**config.mk**
```make
export PLATFORM = sky130hd
export DESIGN_NAME = pipe_hazard_ctrl_flat
export DESIGN_NICKNAME = d
export VERILOG_FILES = /design/src/rtl/pipe_hazard_ctrl_pkg.sv /design/src/rtl/pipe_hazard_ctrl_if.sv /design/src/rtl/pipe_hazard_ctrl_hazard_detect.sv /design/src/rtl/pipe_hazard_ctrl.sv /design/src/flat_wrapper.sv
export SDC_FILE = /design/constraint.sdc
export NUM_CORES = 1
export LEC_CHECK = 0
export CELL_PAD_IN_SITES_DETAIL_PLACEMENT = 1
export CELL_PAD_IN_SITES_GLOBAL_PLACEMENT = 2
export CORE_ASPECT_RATIO = 1.4
export CORE_MARGIN = 4
export CORE_UTILIZATION = 29
export DETAILED_ROUTE_END_ITERATION = 10
export PLACE_DENSITY = 0.91
export SETUP_SLACK_MARGIN = 0.4
export SYNTH_ARGS = -nofsm -noshare
export SYNTH_HDL_FRONTEND = slang
export SYNTH_SLANG_ARGS = --single-unit
```
**constraint.sdc**
```tcl
create_clock -name clk_i -period 4.7 [get_ports clk_i]
set_clock_uncertainty 0.05 [all_clocks]
set_input_delay 0.705 -clock clk_i [delete_from_list [all_inputs] [get_ports clk_i]]
set_output_delay 0.705 -clock clk_i [all_outputs]
set_load 0.02 [all_outputs]
```
**src/rtl/pipe_hazard_ctrl_pkg.sv**
```systemverilog
// pipe_ctrl_pkg: types and constants shared by the pipeline hazard controller.
//   state_e   : sequencer state (RUN, WAIT, ERROR)
//   reg_idx_t : 5-bit register-file index
//   REG_ZERO  : index of $zero, which never creates a dependency
package pipe_ctrl_pkg;

    typedef enum logic [1:0] {
        RUN   = 2'd0,
        WAIT  = 2'd1,
        ERROR = 2'd2
    } state_e;

    typedef logic [4:0] reg_idx_t;

    localparam reg_idx_t REG_ZERO = 5'd0;

endpackage

```
**src/rtl/pipe_hazard_ctrl_if.sv**
```systemverilog
// pipe_hazard_ctrl_if: bundles the pipeline-register controls and the data
// memory handshake of the hazard controller.
//   slave  : the controller side (hazard inputs, dmem_ack_i in; enables,
//            bubbles, dmem_req_o/dmem_we_o, timeout_o, stall_cnt_o out)
//   master : the datapath / memory side (the reverse directions)
interface pipe_hazard_ctrl_if #(
    parameter int CNT_W = 16
);
    pipe_ctrl_pkg::reg_idx_t ifid_rs_i;
    pipe_ctrl_pkg::reg_idx_t ifid_rt_i;
    logic                    idex_memread_i;
    pipe_ctrl_pkg::reg_idx_t idex_rt_i;
    logic                    branch_taken_i;
    logic                    exmem_memread_i;
    logic                    exmem_memwrite_i;
    logic                    dmem_ack_i;

    logic                    pc_we_o;
    logic                    ifid_we_o;
    logic                    ifid_flush_o;
    logic                    idex_we_o;
    logic                    idex_bubble_o;
    logic                    exmem_we_o;
    logic                    memwb_we_o;
    logic                    memwb_bubble_o;
    logic                    dmem_req_o;
    logic                    dmem_we_o;
    logic                    timeout_o;
    logic [CNT_W-1:0]        stall_cnt_o;

    modport slave (
        input  ifid_rs_i, ifid_rt_i, idex_memread_i, idex_rt_i, branch_taken_i,
               exmem_memread_i, exmem_memwrite_i, dmem_ack_i,
        output pc_we_o, ifid_we_o, ifid_flush_o, idex_we_o, idex_bubble_o,
               exmem_we_o, memwb_we_o, memwb_bubble_o, dmem_req_o, dmem_we_o,
               timeout_o, stall_cnt_o
    );

    modport master (
        output ifid_rs_i, ifid_rt_i, idex_memread_i, idex_rt_i, branch_taken_i,
               exmem_memread_i, exmem_memwrite_i, dmem_ack_i,
        input  pc_we_o, ifid_we_o, ifid_flush_o, idex_we_o, idex_bubble_o,
               exmem_we_o, memwb_we_o, memwb_bubble_o, dmem_req_o, dmem_we_o,
               timeout_o, stall_cnt_o
    );
endinterface

```
**src/rtl/pipe_hazard_ctrl_hazard_detect.sv**
```systemverilog
// hazard_detect: combinational load-use check between the load in ID/EX and
// the source operands of the instruction in IF/ID.
//   ifid_rs_i, ifid_rt_i : source registers of the IF/ID instruction
//   idex_memread_i       : ID/EX holds a load
//   idex_rt_i            : load destination
//   load_use_stall_o     : IF/ID must wait one cycle for the load data
module hazard_detect
    import pipe_ctrl_pkg::*;
(
    input  reg_idx_t ifid_rs_i,
    input  reg_idx_t ifid_rt_i,
    input  logic     idex_memread_i,
    input  reg_idx_t idex_rt_i,
    output logic     load_use_stall_o
);

    // A load into $zero produces nothing to wait for.
    assign load_use_stall_o = idex_memread_i && (idex_rt_i != REG_ZERO) &&
                              ((idex_rt_i == ifid_rs_i) || (idex_rt_i == ifid_rt_i));

endmodule

```
**src/rtl/pipe_hazard_ctrl.sv**
```systemverilog
// pipe_hazard_ctrl: central sequencer of the 5-stage pipeline. Produces the
// write enables and bubble/flush controls of PC, IF/ID, ID/EX, EX/MEM and
// MEM/WB, runs the data-memory req/ack handshake for the EX/MEM access,
// counts stall cycles and freezes the core if memory never answers.
//   clk_i, rst_i : clock, synchronous active-low reset
//   ctl          : pipe_hazard_ctrl_if.slave (hazard inputs, dmem handshake,
//                  stage controls, timeout_o, stall_cnt_o)
//
// state | meaning
// ------+-----------------------------------------------------------
// RUN   | pipeline flowing; a memop without same-cycle ack freezes it
// WAIT  | request outstanding, core frozen until ack or timeout
// ERROR | memory never answered; core frozen until reset
module pipe_hazard_ctrl
    import pipe_ctrl_pkg::*;
#(
    parameter int TIMEOUT_CYCLES = 255,
    parameter int CNT_W          = 16
) (
    input  logic              clk_i,
    input  logic              rst_i,
    pipe_hazard_ctrl_if.slave ctl
);

    localparam int WCNT_W = $clog2(TIMEOUT_CYCLES + 1);

    state_e             state_q, state_d;
    logic [WCNT_W-1:0]  wait_cnt_q, wait_cnt_d;
    logic               timeout_q, timeout_d;
    logic [CNT_W-1:0]   stall_cnt_q, stall_cnt_d;

    logic memop;
    logic frozen;
    logic load_use_stall;
    logic pc_we, ifid_we, ifid_flush, idex_we, idex_bubble;
    logic exmem_we, memwb_we, memwb_bubble, dmem_req;

    hazard_detect u_hazard_detect (
        .ifid_rs_i        (ctl.ifid_rs_i),
        .ifid_rt_i        (ctl.ifid_rt_i),
        .idex_memread_i   (ctl.idex_memread_i),
        .idex_rt_i        (ctl.idex_rt_i),
        .load_use_stall_o (load_use_stall)
    );

    assign memop = ctl.exmem_memread_i | ctl.exmem_memwrite_i;

    always_comb begin
        pc_we        = 1'b1;
        ifid_we      = 1'b1;
        ifid_flush   = 1'b0;
        idex_we      = 1'b1;
        idex_bubble  = 1'b0;
        exmem_we     = 1'b1;
        memwb_we     = 1'b1;
        memwb_bubble = 1'b0;
        dmem_req     = 1'b0;
        frozen       = 1'b0;
        state_d      = state_q;
        wait_cnt_d   = wait_cnt_q;

        if (!rst_i) begin
            pc_we        = 1'b0;
            ifid_we      = 1'b0;
            idex_we      = 1'b0;
            idex_bubble  = 1'b1;
            exmem_we     = 1'b0;
            memwb_we     = 1'b0;
            memwb_bubble = 1'b1;
        end else begin
            unique case (state_q)
                RUN: begin
                    if (memop) begin
                        dmem_req = 1'b1;
                        if (!ctl.dmem_ack_i) begin
                            frozen     = 1'b1;
                            state_d    = WAIT;
                            wait_cnt_d = WCNT_W'(1);
                        end
                    end
                end
                WAIT: begin
                    dmem_req = 1'b1;
                    if (ctl.dmem_ack_i) begin
                        state_d    = RUN;
                        wait_cnt_d = '0;
                    end else begin
                        frozen = 1'b1;
                        if (wait_cnt_q == WCNT_W'(TIMEOUT_CYCLES)) begin
                            state_d = ERROR;
                        end else begin
                            wait_cnt_d = wait_cnt_q + WCNT_W'(1);
                        end
                    end
                end
                ERROR: begin
                    pc_we        = 1'b0;
                    ifid_we      = 1'b0;
                    idex_we      = 1'b0;
                    idex_bubble  = 1'b1;
                    exmem_we     = 1'b0;
                    memwb_we     = 1'b0;
                    memwb_bubble = 1'b1;
                end
                default: state_d = RUN;
            endcase

            // MEM/WB keeps clocking during a freeze so that WB retires a
            // bubble instead of repeating the instruction stuck in MEM.
            if (frozen) begin
                pc_we        = 1'b0;
                ifid_we      = 1'b0;
                idex_we      = 1'b0;
                exmem_we     = 1'b0;
                memwb_we     = 1'b1;
                memwb_bubble = 1'b1;
            end else if (state_q != ERROR) begin
                if (load_use_stall) begin
                    pc_we       = 1'b0;
                    ifid_we     = 1'b0;
                    idex_bubble = 1'b1;
                end else if (ctl.branch_taken_i) begin
                    ifid_flush = 1'b1;
                end
            end
        end
    end

    always_comb begin
        timeout_d   = timeout_q | (state_d == ERROR);
        stall_cnt_d = stall_cnt_q;
        if (!pc_we && (stall_cnt_q != '1)) begin
            stall_cnt_d = stall_cnt_q + CNT_W'(1);
        end
    end

    always_ff @(posedge clk_i) begin
        if (!rst_i) begin
            state_q     <= RUN;
            wait_cnt_q  <= '0;
            timeout_q   <= 1'b0;
            stall_cnt_q <= '0;
        end else begin
            state_q     <= state_d;
            wait_cnt_q  <= wait_cnt_d;
            timeout_q   <= timeout_d;
            stall_cnt_q <= stall_cnt_d;
        end
    end

    assign ctl.pc_we_o        = pc_we;
    assign ctl.ifid_we_o      = ifid_we;
    assign ctl.ifid_flush_o   = ifid_flush;
    assign ctl.idex_we_o      = idex_we;
    assign ctl.idex_bubble_o  = idex_bubble;
    assign ctl.exmem_we_o     = exmem_we;
    assign ctl.memwb_we_o     = memwb_we;
    assign ctl.memwb_bubble_o = memwb_bubble;
    assign ctl.dmem_req_o     = dmem_req;
    assign ctl.dmem_we_o      = dmem_req & ctl.exmem_memwrite_i;
    assign ctl.timeout_o      = timeout_q;
    assign ctl.stall_cnt_o    = stall_cnt_q;

endmodule
```
**src/flat_wrapper.sv**
```systemverilog
// flat-port wrapper written by rule: the top's interface ports become plain ports
module pipe_hazard_ctrl_flat import pipe_ctrl_pkg::*;
#(
    parameter int TIMEOUT_CYCLES = 255,
    parameter int CNT_W          = 16
)
  (clk_i, rst_i, ctl_ifid_rs_i, ctl_ifid_rt_i, ctl_idex_memread_i, ctl_idex_rt_i, ctl_branch_taken_i, ctl_exmem_memread_i, ctl_exmem_memwrite_i, ctl_dmem_ack_i, ctl_pc_we_o, ctl_ifid_we_o, ctl_ifid_flush_o, ctl_idex_we_o, ctl_idex_bubble_o, ctl_exmem_we_o, ctl_memwb_we_o, ctl_memwb_bubble_o, ctl_dmem_req_o, ctl_dmem_we_o, ctl_timeout_o, ctl_stall_cnt_o);
  pipe_hazard_ctrl_if #(.CNT_W(CNT_W)) ctl_i ();
  input  logic clk_i;
  input  logic rst_i;
  input wire logic [$bits(ctl_i.ifid_rs_i)-1:0] ctl_ifid_rs_i;
  input wire logic [$bits(ctl_i.ifid_rt_i)-1:0] ctl_ifid_rt_i;
  input wire logic [$bits(ctl_i.idex_memread_i)-1:0] ctl_idex_memread_i;
  input wire logic [$bits(ctl_i.idex_rt_i)-1:0] ctl_idex_rt_i;
  input wire logic [$bits(ctl_i.branch_taken_i)-1:0] ctl_branch_taken_i;
  input wire logic [$bits(ctl_i.exmem_memread_i)-1:0] ctl_exmem_memread_i;
  input wire logic [$bits(ctl_i.exmem_memwrite_i)-1:0] ctl_exmem_memwrite_i;
  input wire logic [$bits(ctl_i.dmem_ack_i)-1:0] ctl_dmem_ack_i;
  output wire logic [$bits(ctl_i.pc_we_o)-1:0] ctl_pc_we_o;
  output wire logic [$bits(ctl_i.ifid_we_o)-1:0] ctl_ifid_we_o;
  output wire logic [$bits(ctl_i.ifid_flush_o)-1:0] ctl_ifid_flush_o;
  output wire logic [$bits(ctl_i.idex_we_o)-1:0] ctl_idex_we_o;
  output wire logic [$bits(ctl_i.idex_bubble_o)-1:0] ctl_idex_bubble_o;
  output wire logic [$bits(ctl_i.exmem_we_o)-1:0] ctl_exmem_we_o;
  output wire logic [$bits(ctl_i.memwb_we_o)-1:0] ctl_memwb_we_o;
  output wire logic [$bits(ctl_i.memwb_bubble_o)-1:0] ctl_memwb_bubble_o;
  output wire logic [$bits(ctl_i.dmem_req_o)-1:0] ctl_dmem_req_o;
  output wire logic [$bits(ctl_i.dmem_we_o)-1:0] ctl_dmem_we_o;
  output wire logic [$bits(ctl_i.timeout_o)-1:0] ctl_timeout_o;
  output wire logic [$bits(ctl_i.stall_cnt_o)-1:0] ctl_stall_cnt_o;
  assign ctl_i.ifid_rs_i = ctl_ifid_rs_i;
  assign ctl_i.ifid_rt_i = ctl_ifid_rt_i;
  assign ctl_i.idex_memread_i = ctl_idex_memread_i;
  assign ctl_i.idex_rt_i = ctl_idex_rt_i;
  assign ctl_i.branch_taken_i = ctl_branch_taken_i;
  assign ctl_i.exmem_memread_i = ctl_exmem_memread_i;
  assign ctl_i.exmem_memwrite_i = ctl_exmem_memwrite_i;
  assign ctl_i.dmem_ack_i = ctl_dmem_ack_i;
  assign ctl_pc_we_o = ctl_i.pc_we_o;
  assign ctl_ifid_we_o = ctl_i.ifid_we_o;
  assign ctl_ifid_flush_o = ctl_i.ifid_flush_o;
  assign ctl_idex_we_o = ctl_i.idex_we_o;
  assign ctl_idex_bubble_o = ctl_i.idex_bubble_o;
  assign ctl_exmem_we_o = ctl_i.exmem_we_o;
  assign ctl_memwb_we_o = ctl_i.memwb_we_o;
  assign ctl_memwb_bubble_o = ctl_i.memwb_bubble_o;
  assign ctl_dmem_req_o = ctl_i.dmem_req_o;
  assign ctl_dmem_we_o = ctl_i.dmem_we_o;
  assign ctl_timeout_o = ctl_i.timeout_o;
  assign ctl_stall_cnt_o = ctl_i.stall_cnt_o;
  pipe_hazard_ctrl #(.TIMEOUT_CYCLES(TIMEOUT_CYCLES), .CNT_W(CNT_W)) u_core (.clk_i(clk_i), .rst_i(rst_i), .ctl(ctl_i));
endmodule
```
==> flow_summary.ini, run 1 <==
[outcome]
status = finished clean

[worst_setup_path]
worst_ep_required_time_ns = 3.94
endpoint_kind = output port
path_cells = clkdlybuf4s50_1, or4_4, o21ai_2, inv_1, a21oi_2, and2_1, clkdlybuf4s50_1
startpoint = ctl_idex_rt_i[0]
crit_path_frequent_cell = clkdlybuf4s50_1
crit_arrival_ns = 3.02
crit_path_max_fanout = 7
rrSetupSlack_ns = 2.49
max_stage_delay_ns = 0.61
cpMaxStageDelayCell = clkdlybuf4s50_1
endpoint = ctl_ifid_flush_o
reg2regPathDepth = 7
crit_type = in -> out
startpoint_type = input port
rr_startpoint = u_core.ctl.stall_cnt_o[0]$_SDFFE_PN0P_
r2r-end = u_core.ctl.stall_cnt_o[5]$_SDFFE_PN0P_

[die]
io_pins = 49
coreArea_mm2 = 0.005236
die_width_um = 70.37
fp.dieH_um = 95.31
rows = 31
die-area_mm2 = 0.006706
start_util = 0.3016

[logic_synthesis]
yosysTopAreaCell = dfxtp_1
synth_nets = 205
synthesis.area_mm2 = 0.001579
yosys_warnings = 0
synthDistinctLibCells = 49
synth_area_leaders = dfxtp_1 34%, xnor2_1 6.7%, a21boi_1 3.8%
syn_area_per_cell_um2 = 8.724
postSynthCellCount = 181
yosys_register_bits = 27
ys_seq_area_frac = 0.3423
synth_top_area_frac = 0.3423

[route]
route.vias.total = 1475
wire_per_inst_um = 13.92
via_per_inst = 5.069
ant_nets = 0
drt_wl_total_um = 4051
drcViolationCount = 0
drt_iter0_drc = 52
first_pass_iters = 4

[flow_run]
maxCapViolCount = 0

[pwr]
p_switching_w = 0.0001376
power_frac_clock = 0.279
p_comb_frac = 0.223
switching_share = 0.2814
p_leak_nw = 0.7264
seqPwrFrac = 0.498
p_int_w = 0.0003514
p_per_area_mw_per_mm2 = 228.2
ir_drop_v = 0.0001071

[placed_design]
dpl_cell_area_mm2 = 0.002095
globalplace.congestion = 0.7231
hpwl_um = 3135
port_buffers = 48
placedCellCount = 287

[cts]
clk_pin_slew_worst_paths_ns = 0.10
htree_levels = 1
clockBufferDepth = 2
cts_root_buffer = clkbuf_8
cts_setup_buffers = 0
ctsResizeCount = 0
holdBufCountCts = 0
numCtsBuffers = 3
clock_latency_ns = 0.27
cts_tree = built
cts_sinks = 27

[finish]
fin_nets = 250
fin_cells = 291
antennaDiodeCount = 0
final_common_cell = clkdlybuf4s50_1
fin_util = 0.4093
area_delta_synth_final_pct = 35.74
drive_gt1_frac = 0.09778
fin_area_mm2 = 0.002143
layout_common_cells = 48 x clkdlybuf4s50_1, 27 x dfxtp_1, 12 x xnor2_1, 12 x nand2_1, 10 x nor2_1

[grt]
grt_usage = 0.1258
grt_max_degree = 30
grt_overflow = 0
grt_antenna_before_repair = 0
grt_pass1_vias = 1455
grt_pass1_wl_um = 6913

[sta]
setup-violations-final = 0
grt_setup_unrepaired = false
setup_tns_ns = 0
tightest_slew_ns = 0.4221
final_max_slew_viol_count = 0
finalCriticalPeriod_ns = 3.776
fin_crit_sh = 0.8034
finalHoldViolCount = 0
fmax_mhz = 264.8
slew_headroom = 0.7167

[min_path]
hp-class = reg -> reg
## area by class of cell
class                           count  area [um2]
Fill cell                         629        3093
Multi-Input combinational cell    140       964.7
Sequential cell                    27       540.5
Timing Repair Buffer               49       488.0
Tap cell                           66       82.58
Clock buffer                        3       41.29
Inverter                            5       18.77
Clock inverter                      1       7.507
## power by group through the flow
| stage | sequential (W) | clock [W] | combinational (W) |
|---|---|---|---|
| after floorplan | 0.000250 | 0 | 0.0000602 |
| after global placement | 0.000249 | 0 | 0.000109 |
| after detailed placement | 0.000249 | 0 | 0.000111 |
| after CTS | 0.000244 | 0.000144 | 0.000111 |
| after global routing | 0.000245 | 0.000153 | 0.000120 |
| final | 0.000244 | 0.000136 | 0.000109 |
## layer usage
metal | vias to the layer above | share of wire | routed length (um) | GRT usage
met3 | 2 | 0.026 | 105 | 0.01899
met1 | 714 | 0.42 | 1687 | 0.1417
li1 | 742 | - | - | -
met4 | 0 | 0.0072 | 29 | 0.03834
met5 | - | 0 | 0 | 0
met2 | 17 | 0.55 | 2228 | 0.2406
## flip-flops by register name, summed over array words and instances (netlist names)
signal	count
u_core.state_q	2
u_core.ctl.stall_cnt_o	16
u_core.wait_cnt_q	8
u_core.ctl.timeout_o	1
## how the worst min path moves through the flow
| stage | from | end | cells past startpoint |
|---|---|---|---|
| 3_5_place_dp | u_core.ctl.timeout_o$_SDFF_PN0_ | u_core.ctl.timeout_o$_SDFF_PN0_ | 1 |
| 6_report | u_core.ctl.timeout_o$_SDFF_PN0_ | u_core.ctl.timeout_o$_SDFF_PN0_ | 1 |
| 2_1_floorplan | u_core.wait_cnt_q[6]$_SDFFE_PN0P_ | u_core.wait_cnt_q[6]$_SDFFE_PN0P_ | 2 |
| 4_1_cts | u_core.ctl.timeout_o$_SDFF_PN0_ | u_core.ctl.timeout_o$_SDFF_PN0_ | 1 |
| 3_3_place_gp | u_core.ctl.timeout_o$_SDFF_PN0_ | u_core.ctl.timeout_o$_SDFF_PN0_ | 1 |
| 5_1_grt | u_core.ctl.stall_cnt_o[7]$_SDFFE_PN0P_ | u_core.ctl.stall_cnt_o[7]$_SDFFE_PN0P_ | 2 |
## stage by stage
| step | total power (W) | hold slack, ns | setup WS [ns] |
|---|---|---|---|
| after floorplan | 0.0003105 | 0.4215 | 1.836 |
| after detailed placement | 0.0003595 | 0.4079 | 0.8984 |
| after CTS | 0.0004983 | 0.4365 | 0.8928 |
| final | 0.0004890 | 0.4292 | 0.9239 |
| after global routing | 0.0005181 | 0.4740 | 0.7654 |
| after global placement | 0.0003581 | 0.4024 | 0.9573 |
## logic make-up (layout without fill, tap and decap cells)
logic type	after synthesis	in the layout	share of synthesized area
flip-flops	27	27	0.3423
AO/OA/AOI/OAI	40	40	0.1886
multiplexers	4	4	0.02536
buffers and inverters	14	58	0.04675
AND/OR/NAND/NOR	78	78	0.2924
adder cells (fa/ha/maj)	2	2	0.01585
XOR/XNOR	16	16	0.08875
## synth_stat cells, drive strengths merged
cell type and n:
nand4 8, dfxtp 27, nor4b 1, and3b 1
and4bb 1, o21bai 2, o31ai 4, nor3 2
inv 5, or4 2, nor2 12, o211a 1
or2 1, and3 6, o311a 2, mux2i 4
a21boi 10, nand3b 1, o22ai 1, and2 4
o21a 2, ha 2, xor2 4, xnor2 12
or3 8, o21ai 10, o2111ai 1, a21o 1
nand2b 6, a21oi 5, and4 3, nand3 8
clkbuf 3, a31o 1, or3b 1, buf 6
nand2 12, nor3b 1
## critical path: cells and delay by family
| family | cells | cell delay (ns) |
|---|---|---|
| compound gates | 2 | 0.43 |
| simple gates | 2 | 0.73 |
| buf+inv | 3 | 1.16 |
Power figures use the tool's default switching activity.
==> run 2: changes to the inputs <==
--- a/config.mk
+++ b/config.mk
@@ -9,9 +9,9 @@
 export CELL_PAD_IN_SITES_GLOBAL_PLACEMENT = 2
 export CORE_ASPECT_RATIO = 1.4
 export CORE_MARGIN = 4
-export CORE_UTILIZATION = 29
+export CORE_UTILIZATION = 27
 export DETAILED_ROUTE_END_ITERATION = 10
-export PLACE_DENSITY = 0.91
+export PLACE_DENSITY = 0.86
 export SETUP_SLACK_MARGIN = 0.4
 export SYNTH_ARGS = -nofsm -noshare
 export SYNTH_HDL_FRONTEND = slang
==> constraint.sdc (replaced) <==
create_clock -name clk_i -period 3.5 [get_ports clk_i]
set_clock_uncertainty 0.05 [all_clocks]
set_input_delay 0.525 -clock clk_i [delete_from_list [all_inputs] [get_ports clk_i]]
set_output_delay 0.525 -clock clk_i [all_outputs]
set_load 0.02 [all_outputs]
==> flow_summary.ini, run 2 (same netlist as run 1, synthesis figures left out) <==
[pwr]
p_per_area_mw_per_mm2 = 306.7
p_leak_nw = 0.7438
ir_drop_v = 0.0001271

[finish]
nFillCells = 679
fin_cells = 295
drive_gt1_frac = 0.1101
antennaDiodeCount = 0
fin_nets = 252
layout_common_cells = 44 x clkdlybuf4s50_1, 27 x dfxtp_1, 12 x xnor2_1, 12 x nand2_1, 10 x nor2_1
area_delta_synth_final_pct = 36.29
final_common_cell = clkdlybuf4s50_1
largest_reg_flops = 16
fin_area_mm2 = 0.002152

[worst_setup_path]
max_stage_delay_ns = 0.56
endpoint_kind = output port
worst_ep_required_time_ns = 2.92
cpMaxStageDelayCell = or4_4
crit_arrival_ns = 2.38
crit_type = in -> out
crit_path_max_fanout = 4
startpoint_type = input port
path_cells = clkdlybuf4s50_1, or4_4, o21ai_2, inv_1, a21oi_2, dlygate4sd2_1

[sta]
final_max_slew_viol_count = 0
grt_setup_unrepaired = false
finalCriticalPeriod_ns = 2.952
setup-violations-final = 0
hold_ws_ns = 0.4388
fmax_mhz = 338.8
fin_crit_sh = 0.8434
finalHoldViolCount = 0
slew_headroom = 0.6859
tightest_slew_ns = 0.4680
setup_tns_ns = 0

[grt]
grt_antenna_before_repair = 0
grt_usage = 0.1271
grt_overflow = 0
grt_max_degree = 30
grt_pass1_wl_um = 7521
grt_pass1_vias = 1606

[placed_design]
placedCellCount = 291
hpwl_um = 3384
dpl_cell_area_mm2 = 0.002112
port_buffers = 48
globalplace.congestion = 0.7193

[route]
route.vias.total = 1499
ant_nets = 0
drt_wl_total_um = 4262
first_pass_iters = 4
drcViolationCount = 0
via_per_inst = 5.081
drt_iter0_drc = 49
wire_per_inst_um = 14.45

[cts]
cts_tree = built
htree_levels = 1
clockBufferDepth = 2
cts_sinks = 27
numCtsBuffers = 3
clk_pin_slew_worst_paths_ns = 0.10
clock_latency_ns = 0.27
cts_root_buffer = clkbuf_8

[die]
coreArea_mm2 = 0.005605
start_util = 0.2817
fp.dieH_um = 98.49
die-area_mm2 = 0.007153
rows = 32
die_width_um = 72.63
io_pins = 49

[flow_run]
maxCapViolCount = 0

[outcome]
status = finished clean

[min_path]
hp-class = reg -> reg
-- run 2: cell count changes in the layout (fill, tap and decap cells not counted) --
cell / delta
clkbuf_2: +1
buf_4: +2
dlygate4sd2_1: +3
clkdlybuf4s50_1: -4
-- run 2: timing repair --
action / 4_1_cts / 5_1_grt
setup buffers: 0 / 0
endpoints found under the setup margin: 4 / 1
hold endpoints to repair: 0 / 0
hold buffers: 0 / 0
resized for setup: 4 / 2
-- run 2: metrics by stage --
stage / total power, W / util / worst slack [ns]
finish: 0.0006601 / 0.3839 / 0.5480
global route: 0.0007007 / 0.3839 / 0.4725
CTS: 0.0006767 / 0.3846 / 0.4353
detailed placement: 0.0004863 / 0.3768 / 0.1498
global placement: 0.0004838 / 0.3768 / 0.2079
floorplan: 0.0004170 / - / 0.9958
-- run 2: cell type report --
cell class	count	area, um2	share of cell area
clock inverter	1	7.507	0.003488
multi-input combinational	140	964.7	0.4483
tap	68	85.08	0.03953
inverter	5	18.77	0.008721
timing repair buffer	51	494.2	0.2297
clock buffer	3	41.29	0.01919
sequential	27	540.5	0.2512
-- run 2: critical path, delay by kind of cell --
kind	cells	cell delay [ns]
buffers and inverters	3	0.94
and+or+nand+nor	1	0.56
AOI/OAI and AO/OA	2	0.35
-- run 2: path summary, 6_finish.rpt --
check / start / endpoint / slack, ns / depth (start not counted)
worst min-delay path: u_core.ctl.timeout_o$_SDFF_PN0_ / u_core.ctl.timeout_o$_SDFF_PN0_ / 0.44 / 1
worst max register to register: u_core.ctl.stall_cnt_o[0]$_SDFFE_PN0P_ / u_core.ctl.stall_cnt_o[5]$_SDFFE_PN0P_ / 1.25 / 7
worst max-delay path: ctl_idex_rt_i[0] / ctl_ifid_we_o / 0.55 / 6
worst min register to register: u_core.ctl.timeout_o$_SDFF_PN0_ / u_core.ctl.timeout_o$_SDFF_PN0_ / 0.44 / 1
-- run 2: power by group --
part	switching, W	leakage (nW)	internal (W)	total [W]
registers	0.0000120	0.219	0.000315	0.000327
logic	0.0000723	0.503	0.0000750	0.000147
clock network	0.000105	0.0217	0.0000808	0.000186
total	0.000189	0.744	0.000471	0.000660
-- run 2: metal layers --
metal	part of all wire	vias to the layer above	track usage	wire length, um
met1	0.40	733	0.1402	1723
met3	0.020	2	0.01531	87
met4	0.0056	0	0.02557	24
li1	-	744	-	-
met5	0	-	0	0
met2	0.57	20	0.2503	2426
==> run 3: changes to the inputs <==
--- a/config.mk
+++ b/config.mk
@@ -9,9 +9,9 @@
 export CELL_PAD_IN_SITES_GLOBAL_PLACEMENT = 2
 export CORE_ASPECT_RATIO = 1.4
 export CORE_MARGIN = 4
-export CORE_UTILIZATION = 27
+export CORE_UTILIZATION = 24
 export DETAILED_ROUTE_END_ITERATION = 10
-export PLACE_DENSITY = 0.86
+export PLACE_DENSITY = 0.81
 export SETUP_SLACK_MARGIN = 0.4
 export SYNTH_ARGS = -nofsm -noshare
 export SYNTH_HDL_FRONTEND = slang
==> constraint.sdc (replaced) <==
create_clock -name clk_i -period 2.6 [get_ports clk_i]
set_clock_uncertainty 0.05 [all_clocks]
set_input_delay 0.39 -clock clk_i [delete_from_list [all_inputs] [get_ports clk_i]]
set_output_delay 0.39 -clock clk_i [all_outputs]
set_load 0.02 [all_outputs]
==> flow_summary.ini, run 3 (same netlist as run 1, synthesis figures left out) <==
[worst_setup_path]
endpoint_kind = output port
path_cells = clkdlybuf4s50_1, xnor2_1, nand2_1, o22ai_4, a21oi_4, and2_4, buf_6
crit_arrival_ns = 1.69
startpoint_type = input port
worst_ep_required_time_ns = 2.16
reg2regPathDepth = 7
max_stage_delay_ns = 0.48
cpMaxStageDelayCell = clkdlybuf4s50_1
rr_startpoint = u_core.ctl.stall_cnt_o[0]$_SDFFE_PN0P_
crit_path_max_fanout = 4
rrSetupSlack_ns = 0.56
startpoint = ctl_ifid_rt_i[1]
crit_type = in -> out
r2r-end = u_core.ctl.stall_cnt_o[10]$_SDFFE_PN0P_
endpoint = ctl_ifid_flush_o

[flow_run]
maxCapViolCount = 0

[sta]
hold_ws_ns = 0.4517
grt_setup_unrepaired = false
fin_crit_sh = 0.8209
slew_headroom = 0.7006
tightest_slew_ns = 0.4461
fmax_mhz = 468.5
finalCriticalPeriod_ns = 2.134
finalHoldViolCount = 0
final_max_slew_viol_count = 0
setup_tns_ns = 0
worst_slack_ns = 0.4657
setup-violations-final = 0

[pwr]
p_comb_frac = 0.248
power_frac_clock = 0.272
finalPower_w = 0.0009173
p_int_w = 0.0006483
p_leak_nw = 0.9417
seqPwrFrac = 0.479
p_per_area_mw_per_mm2 = 390.8
switching_share = 0.2932
ir_drop_v = 0.0001684
p_switching_w = 0.0002690

[finish]
nFillCells = 745
fin_area_mm2 = 0.002347
drive_gt1_frac = 0.2377
fin_nets = 269
seq_area_um2 = 540.5
multiInputGateArea_mm2 = 0.001030
antennaDiodeCount = 0
final_common_cell = dfxtp_1
area_delta_synth_final_pct = 48.65
largest_reg_flops = 16
layout_common_cells = 27 x dfxtp_1, 24 x clkdlybuf4s50_1, 19 x buf_4

[cts]
clockBufferDepth = 2
numCtsBuffers = 3
clock_latency_ns = 0.28
cts_sinks = 27
holdBufCountCts = 0
clk_pin_slew_worst_paths_ns = 0.10
cts_tree = built
htree_levels = 1
cts_root_buffer = clkbuf_8

[placed_design]
port_buffers = 48
post-place-ws_ns = -0.3600
hpwl_um = 3495
globalplace.congestion = 0.6867
dpl_cell_area_mm2 = 0.002248

[route]
wire_per_inst_um = 14.61
drt_wl_total_um = 4616
first_pass_iters = 3
ant_nets = 0
drcViolationCount = 0
via_per_inst = 4.987
route.vias.total = 1576
drt_iter0_drc = 39

[grt]
grt_pass1_wl_um = 7486
grt_max_degree = 27
grt_pass1_vias = 1591
grt_overflow = 0
grt_antenna_before_repair = 0
grt_usage = 0.1137

[min_path]
min_delay_path_depth = 1
hp-class = reg -> reg

[die]
io_pins = 49
coreArea_mm2 = 0.006296
rows = 34
fp.dieH_um = 104.0
die-area_mm2 = 0.007959
die_width_um = 76.55
start_util = 0.2508

[outcome]
status = finished clean
[run 3: cell types whose count changed in the layout (fill, tap and decap cells not counted), sizes merged]
| cell | change |
|---|---|
| buf | +20 |
| clkdlybuf4s50 | -20 |
| dlymetal6s2s | +10 |
| clkdlybuf4s15 | +4 |
| clkbuf | +3 |
| a21oi | +1 |
| clkinv | +1 |
| clkinvlp | -1 |
| dlygate4sd2 | -1 |
[run 3: layer usage]
layer  part of all wire  routed length (um)  vias to the layer above  track usage
met4              0.017                  78                        0      0.04663
met3              0.024                 111                        5      0.01993
met5                  0                   0                        -            0
met2               0.56                2596                       21       0.2138
li1                   -                   -                      780            -
met1               0.40                1830                      770       0.1232
[run 3: cell type report]
class	instances	area share
multi-input cells	141	0.4387
repair buffers	67	0.2649
flip-flops and latches	27	0.2303
well taps	72	0.03838
clock buffers	3	0.01759
inverters	5	0.007996
clock inverters	1	0.002132
[run 3: stage by stage]
| stage | utilization | std cells |
|---|---|---|
| floorplan | - | 181 |
| global placement | 0.3571 | 310 |
| detailed placement | 0.3571 | 310 |
| CTS | 0.3655 | 314 |
| global route | 0.3728 | 316 |
| finish | 0.3728 | 316 |
[run 3: how the worst min path moves through the flow]
stage,from,slack (ns),to
floorplan,u_core.wait_cnt_q[6]$_SDFFE_PN0P_,0.42,u_core.wait_cnt_q[6]$_SDFFE_PN0P_
global placement,u_core.ctl.timeout_o$_SDFF_PN0_,0.40,u_core.ctl.timeout_o$_SDFF_PN0_
detailed placement,u_core.ctl.timeout_o$_SDFF_PN0_,0.43,u_core.ctl.timeout_o$_SDFF_PN0_
CTS,u_core.ctl.timeout_o$_SDFF_PN0_,0.45,u_core.ctl.timeout_o$_SDFF_PN0_
global route,u_core.ctl.timeout_o$_SDFF_PN0_,0.49,u_core.ctl.timeout_o$_SDFF_PN0_
finish,u_core.ctl.timeout_o$_SDFF_PN0_,0.45,u_core.ctl.timeout_o$_SDFF_PN0_
[run 3: repair_timing]
item                                    in CTS  in global routing
endpoints found under the setup margin      19                 19
buffers inserted                             0                  1
gates resized for setup                     45                 22
endpoints found under the hold margin        0                  0
cloned                                       0                  1
pin swaps                                    6                 18
[run 3: power groups by stage]
stage | clock (W) | sequential, W | combinational [W]
floorplan | 0 | 0.000452 | 0.000113
global placement | 0 | 0.000449 | 0.000226
detailed placement | 0 | 0.000449 | 0.000229
CTS | 0.000259 | 0.000440 | 0.000227
global route | 0.000276 | 0.000443 | 0.000251
finish | 0.000250 | 0.000440 | 0.000228
[run 3: worst max-delay path: cells and delay by family]
family          cells  cell delay [ns]
simple gates        2             0.27
compound gates      2             0.31
buf+inv             2             0.60
xor+xnor            1             0.12
